### src/rtl/sonic_pkg.sv
// Shared types and constants for the ultrasonic sensor scheduler.
package sonic_pkg;

   typedef enum logic [2:0] {
      S_IDLE,
      S_TRIG,
      S_WAIT_RISE,
      S_MEASURE,
      S_GAP
   } state_t;

   localparam logic [19:0] DIST_TIMEOUT = 20'hFFFFF;
   localparam int          CM_NUM       = 17;
   localparam int          CM_DEN       = 1000;

   // Echo high-width in us to distance in cm, evaluated at 25 bits.
   function automatic logic [19:0] width_to_cm(input logic [24:0] width);
      logic [24:0] prod;
      prod = width * 25'(CM_NUM);
      return 20'(prod / 25'(CM_DEN));
   endfunction

endpackage

### src/rtl/sonic_echo_sync.sv
// Per-bit 2-FF synchronizer plus delay FF, producing single-cycle rise/fall strobes.
module sonic_echo_sync #(
   parameter int W = 3
) (
   input  logic         clk,
   input  logic         rst,
   input  logic [W-1:0] echo,
   output logic [W-1:0] rise,
   output logic [W-1:0] fall
);

   logic [W-1:0] s1;
   logic [W-1:0] s2;
   logic [W-1:0] s3;

   always_ff @(posedge clk) begin
      if (rst) begin
         s1 <= '0;
         s2 <= '0;
         s3 <= '0;
      end else begin
         s1 <= echo;
         s2 <= s1;
         s3 <= s2;
      end
   end

   assign rise = s2 & ~s3;
   assign fall = ~s2 & s3;

endmodule

### src/rtl/sonic_scheduler.sv
// Round-robin trigger/echo-timing controller for N ultrasonic sensors.
// Build option SONIC_SCHED_MASK_EN adds a sensor_mask input selecting which sensors are polled.
//
// state       | meaning
// ------------+---------------------------------------------------------
// S_IDLE      | stopped, waiting for enable (and a non-empty mask)
// S_TRIG      | trigger pulse high on the selected sensor
// S_WAIT_RISE | waiting for the echo rising edge, bounded by TIMEOUT_US
// S_MEASURE   | timing echo high-width in ticks, bounded by TIMEOUT_US
// S_GAP       | result issued, waiting out the remainder of the slot
module sonic_scheduler
   import sonic_pkg::*;
#(
   parameter int N_SENSORS  = 3,
   parameter int CLK_DIV    = 100,
   parameter int TRIG_US    = 10,
   parameter int TIMEOUT_US = 30000,
   parameter int SLOT_US    = 60000
) (
   input  logic                 clk,
   input  logic                 rst,
   input  logic                 enable,
   input  logic [N_SENSORS-1:0] echo,
`ifdef SONIC_SCHED_MASK_EN
   input  logic [N_SENSORS-1:0] sensor_mask,
`endif
   output logic [N_SENSORS-1:0] trig,
   output logic                 dist_valid,
   output logic [2:0]           dist_id,
   output logic [19:0]          dist_cm,
   output logic                 dist_timeout,
   output logic                 busy
);

   localparam int PW = $clog2(CLK_DIV + 1);
   localparam int TW = $clog2(TIMEOUT_US + 1);
   localparam int SW = $clog2(SLOT_US + TRIG_US + 2 * TIMEOUT_US + 2);

   state_t                 state;
   logic [2:0]             idx;
   logic [PW-1:0]          presc;
   logic [SW-1:0]          slot_cnt;
   logic [TW-1:0]          timer;
   logic [TW-1:0]          width;
   logic [N_SENSORS-1:0]   rise;
   logic [N_SENSORS-1:0]   fall;
   logic [N_SENSORS-1:0]   poll_mask;
   logic                   tick;
   logic                   rise_sel;
   logic                   fall_sel;
   logic                   gap_done;
   logic                   run_ok;
   logic [2:0]             nxt_base;
   logic [2:0]             first_idx;
   logic [2:0]             next_idx;

`ifdef SONIC_SCHED_MASK_EN
   assign poll_mask = sensor_mask;
`else
   assign poll_mask = '1;
`endif

   function automatic logic [N_SENSORS-1:0] onehot(input logic [2:0] i);
      logic [N_SENSORS-1:0] oh;
      for (int k = 0; k < N_SENSORS; k++) oh[k] = (i == 3'(k));
      return oh;
   endfunction

   // First polled sensor at or after start, wrapping; start itself if none is polled.
   function automatic logic [2:0] pick(input logic [2:0] start, input logic [N_SENSORS-1:0] m);
      logic [2:0] r;
      int         c;
      r = start;
      for (int k = N_SENSORS - 1; k >= 0; k--) begin
         c = (int'(start) + k) % N_SENSORS;
         if (m[c]) r = 3'(c);
      end
      return r;
   endfunction

   sonic_echo_sync #(.W(N_SENSORS)) u_sync (
      .clk  (clk),
      .rst  (rst),
      .echo (echo),
      .rise (rise),
      .fall (fall)
   );

   assign tick      = (presc == PW'(CLK_DIV - 1));
   assign rise_sel  = |(rise & onehot(idx));
   assign fall_sel  = |(fall & onehot(idx));
   assign run_ok    = enable && (|poll_mask);
   assign nxt_base  = (idx == 3'(N_SENSORS - 1)) ? 3'd0 : idx + 3'd1;
   assign first_idx = pick(idx, poll_mask);
   assign next_idx  = pick(nxt_base, poll_mask);
   // A long wait plus a long measurement can overrun the slot; end the gap at once then.
   assign gap_done  = (slot_cnt >= SW'(SLOT_US)) || (tick && (slot_cnt == SW'(SLOT_US - 1)));

   always_ff @(posedge clk) begin
      if (rst) begin
         state        <= S_IDLE;
         idx          <= '0;
         presc        <= '0;
         slot_cnt     <= '0;
         timer        <= '0;
         width        <= '0;
         trig         <= '0;
         dist_valid   <= 1'b0;
         dist_id      <= '0;
         dist_cm      <= '0;
         dist_timeout <= 1'b0;
         busy         <= 1'b0;
      end else begin
         dist_valid <= 1'b0;
         presc      <= tick ? '0 : presc + PW'(1);
         if (state != S_IDLE && tick) slot_cnt <= slot_cnt + SW'(1);

         case (state)
            S_IDLE: begin
               if (run_ok) begin
                  idx      <= first_idx;
                  trig     <= onehot(first_idx);
                  presc    <= '0;
                  slot_cnt <= '0;
                  busy     <= 1'b1;
                  state    <= S_TRIG;
               end
            end

            S_TRIG: begin
               if (tick && (slot_cnt == SW'(TRIG_US - 1))) begin
                  trig  <= '0;
                  timer <= TW'(TIMEOUT_US);
                  state <= S_WAIT_RISE;
               end
            end

            S_WAIT_RISE: begin
               if (rise_sel) begin
                  width <= '0;
                  state <= S_MEASURE;
               end else if (tick) begin
                  if (timer == TW'(1)) begin
                     dist_valid   <= 1'b1;
                     dist_id      <= idx;
                     dist_cm      <= DIST_TIMEOUT;
                     dist_timeout <= 1'b1;
                     state        <= S_GAP;
                  end else begin
                     timer <= timer - TW'(1);
                  end
               end
            end

            S_MEASURE: begin
               if (fall_sel) begin
                  dist_valid   <= 1'b1;
                  dist_id      <= idx;
                  dist_cm      <= width_to_cm(25'(width));
                  dist_timeout <= 1'b0;
                  state        <= S_GAP;
               end else if (tick) begin
                  if (width == TW'(TIMEOUT_US - 1)) begin
                     dist_valid   <= 1'b1;
                     dist_id      <= idx;
                     dist_cm      <= DIST_TIMEOUT;
                     dist_timeout <= 1'b1;
                     state        <= S_GAP;
                  end else begin
                     width <= width + TW'(1);
                  end
               end
            end

            S_GAP: begin
               if (gap_done) begin
                  idx <= next_idx;
                  if (run_ok) begin
                     trig     <= onehot(next_idx);
                     presc    <= '0;
                     slot_cnt <= '0;
                     state    <= S_TRIG;
                  end else begin
                     busy  <= 1'b0;
                     state <= S_IDLE;
                  end
               end
            end

            default: begin
               trig  <= '0;
               busy  <= 1'b0;
               state <= S_IDLE;
            end
         endcase
      end
   end

endmodule

### config.mk
export PLATFORM = sky130hd
export DESIGN_NAME = sonic_scheduler
export DESIGN_NICKNAME = d
export VERILOG_FILES = /design/src/rtl/sonic_pkg.sv /design/src/rtl/sonic_echo_sync.sv /design/src/rtl/sonic_scheduler.sv
export SDC_FILE = /design/constraint.sdc
export NUM_CORES = 1
export LEC_CHECK = 0
export CAP_MARGIN = 0
export CELL_PAD_IN_SITES_DETAIL_PLACEMENT = 0
export CELL_PAD_IN_SITES_GLOBAL_PLACEMENT = 1
export CORE_MARGIN = 4
export CORE_UTILIZATION = 45
export CTS_CLUSTER_SIZE = 30
export DETAILED_ROUTE_END_ITERATION = 8
export MAX_ROUTING_LAYER = met4
export PLACE_DENSITY = 0.87
export SKIP_LAST_GASP = 1
export SLEW_MARGIN = 20
export SYNTH_ARGS = -nofsm -noshare
export SYNTH_HDL_FRONTEND = slang
export SYNTH_SLANG_ARGS = --single-unit
### constraint.sdc
create_clock -name clk -period 15.15 [get_ports clk]
set_input_delay 2.2725 -clock clk [delete_from_list [all_inputs] [get_ports clk]]
set_output_delay 2.2725 -clock clk [all_outputs]
set_load 0.1 [all_outputs]
==> qor_table.md <==
| Metric | Reported |
|---|---|
| Most common library cells after synthesis | nor2_1, nand2_1, dfxtp_1 |
| Period minus WS final | 9.64 ns |
| Power Internal | 570 µW |
| Worst Setup Start Kind | flip-flop |
| ANT nets after route | 0 |
| Fin. max-slew vios | 0 |
| Hold Path Depth | 1 |
| Largest net degree at the start of global routing | 36 |
| Final hold vios | 0 |
| Synth cell types | 103 |
| Non-Filler Cell Area, Final | 0.00959 mm² |
| Setup bufs post-CTS | 0 |
| Maximum clock path buffer count | 2 |
| Count of antenna diodes in the layout | 0 |
| Die Width | 148 µm |
| Routed length per placed instance | 15.0 µm |
| Cts bufs inserted | 9 |
| Critical Path Slowest Stage Cell | a31oi_1 |
| Fraction of registers with async set or reset after synthesis | 0 |
| Total stage count of the critical path | 28 |
| Least setup slack across all paths after layout | 5.51 ns |
| Mapped Nets | 1233 |
| Fraction of power spent switching nets | 0.417 |
| Ratio of cells with drive above 1 in the final layout | 0.0673 |
| Count of clock tree sinks | 89 |
| Post-Syn Instances | 1166 |
| Flip-flop and latch count after synthesis | 89 |
| Starting density of the core | 0.464 |
| Headroom to the max-slew limit | 0.320 |
| Placed wire-length estimate after detailed placement | 16400 µm |
| Transition time at the pin with the least slew margin | 1.02 ns |
| Net switching power | 407 µW |
| Category of the worst setup path capture point | flip-flop |
| Combinational group share of total power | 0.491 |
| Number of top-level pins | 35 |
| Sum Neg Setup Slack | 0 ns |
| CP top delay family | compound AO/OA/AOI/OAI gates |
| Yosys warning count | 0 |
| Clock slew seen by the registers of the worst setup and hold paths | 0.07 ns |
| Run status | complete, no violations |
| RSZ-0062 raised after global routing | no |
| Count of endpoints failing setup in the final report | 0 |
| Worst IR drop on VDD | 0.000141 V |
| Vias in the first global route | 7831 |
| Critical path data required time | 15.43 ns |
| Buffer type at the clock tree root | clkbuf_16 |
| Placeable core region | 0.0190 mm² |
| Worst Path Buf+Inv | 0 |
| Vias post-DR | 8447 |
| Post-route fraction of the period consumed by the critical path | 0.636 |
| Area share of the largest cell type after synthesis | 0.202 |
| Total grt overflow | 0 |
| Global placement routability congestion | 0.932 |
| Overall Global Routing Usage | 0.203 |
| Final clock skew | 0.00751 ns |
| Reg2Reg Depth | 28 |
| Slowest cell delay on critical path | 0.75 ns |
| Critical path fanouts, max | 11 |
| Post-synth EDFFs | 0 |
| Part of the Yosys area used for sequential elements | 0.202 |
| Wire length of the first global-routing pass | 37100 µm |
| Static leakage | 0.00354 µW |
| Worst hold path class | flip-flop to flip-flop |
| Summed instance area of the synthesized netlist | 0.00882 mm² |
| Fmax achieved | 104 MHz |
| Worst Setup Slack post-DPL | 5.66 ns |
| Die footprint | 0.0219 mm² |
| Die outline height | 148 µm |
| Net total in the final layout | 1236 |
| Part of the power in the clock network | 0.233 |
| Cell type contributing the most total cell area after synthesis | dfxtp_1 |
| P per Cell Area | 102 mW/mm² |
| Insertion delay to the later sink of the worst-skew pair | 0.34 ns |
| Detailed-routing iteration count for the pre-antenna-repair pass | 7 |
| Num rows | 50 |
| Area delta synth->final | 8.74% |
| Number of buffers inserted by hold repair at cts | 0 |
| Worst path arrival time | 9.92 ns |
| Register share of total power | 0.277 |
| Count of buffers from port buffering | 34 |
| CTS tree | done |
| Predominant post-synthesis flop cell | dfxtp_1 |
| Most common cell in the synthesized netlist | nor2_1 |
| First DRT Iteration DRCs | 568 |
| Crit Path Category | flip-flop to flip-flop |
| Post-CTS sizing | 0 |
| Mean cell area of the mapped netlist | 7.57 µm² |
| Max Cap Violations | 0 |
| Antenna violations before repair | 0 |
| Placed cell area | 0.00929 mm² |
| H-tree depth | 3 |
| Routed WL | 21600 µm |
| Number of design rule violations left after detail routing | 0 |
| Top cells by area in the synthesized netlist | dfxtp_1, ha_1, nor2_1 |
| Via density | 5.89 |
| Overall power after layout | 976 µW |
logic make-up after synthesis:
group | Yosys count | share of synthesized area
AOI/OAI and AO/OA | 323 | 0.263
xor gates and xnor gates | 77 | 0.0794
adders and majority gates | 63 | 0.0896
buffers and inverters | 86 | 0.0435
DFF | 89 | 0.202
muxes | 36 | 0.0448
and+or+nand+nor | 492 | 0.278
state kept, by name (all words and copies together) (netlist names):
register	flops
u_sync.s3	3
dist_valid	1
busy	1
u_sync.s2	3
u_sync.s1	3
state	3
trig	3
idx	3
dist_id	3
presc	7
slot_cnt	17
timer	15
width	15
dist_cm	12
metrics by stage:
stage                     hold slack (ns)  utilization  std cells
after global placement              0.427        0.489       1418
after CTS                           0.439        0.504       1434
final                               0.436        0.504       1434
after global routing                0.461        0.504       1434
after detailed placement            0.424        0.489       1418
after floorplan                     0.413            -       1166
worst register-to-register path, delay by kind of cell, from the launching register on:
family	cells	cell delay (ns)
compound gates	15	4.84
flops	1	0.44
simple gates	6	1.72
fa+ha+maj	2	0.62
mux	3	1.03
xor+xnor	2	0.93
power by group through the flow:
stage | sequential (µW) | combinational, µW | clock [µW]
2_1_floorplan | 276 | 389 | 0
3_3_place_gp | 275 | 475 | 0
3_5_place_dp | 275 | 479 | 0
4_1_cts | 270 | 482 | 233
5_1_grt | 274 | 547 | 242
6_report | 270 | 479 | 227
final timing paths:
check,from,end,slack [ns]
max,width[6],dist_cm[0],5.51
min,u_sync.s1[2],u_sync.s2[2],0.44
max reg2reg,width[6],dist_cm[0],5.51
min reg2reg,u_sync.s1[2],u_sync.s2[2],0.44
final cells by class:
cell class | instances | area [µm²]
fill | 1932 | 9420
multi-input combinational | 991 | 6660
timing repair buffer | 40 | 385
sequential | 89 | 1780
clock inverter | 7 | 76.3
tap | 260 | 325
inverter | 38 | 143
clock buffer | 9 | 225
per-layer routing:
layer | vias up | part of all wire | track usage
li1 | 4318 | - | -
met5 | - | 0 | -
met2 | 184 | 0.47 | 0.330
met4 | 0 | 0.0099 | 0.0397
met3 | 24 | 0.042 | 0.0261
met1 | 3921 | 0.48 | 0.272
cell usage in the layout (no fill, tap or decap), drive strengths merged, types with 10 or more instances in the layout:
| master | count |
|---|---|
| a21o | 15 |
| nor2b | 18 |
| a211oi | 16 |
| and2 | 13 |
| nor2 | 150 |
| or3 | 16 |
| a21oi | 86 |
| o22ai | 13 |
| and3 | 17 |
| mux2i | 26 |
| a31oi | 28 |
| ha | 60 |
| inv | 39 |
| nand4 | 12 |
| dfxtp | 89 |
| xnor2 | 47 |
| o211ai | 12 |
| clkdlybuf4s50 | 34 |
| nor3 | 46 |
| nand3 | 49 |
| nand2 | 95 |
| o21ai | 53 |
| a31o | 10 |
| xor2 | 30 |
| nor4 | 10 |
| nand2b | 20 |
No activity file was read; power rests on OpenSTA's default activity.
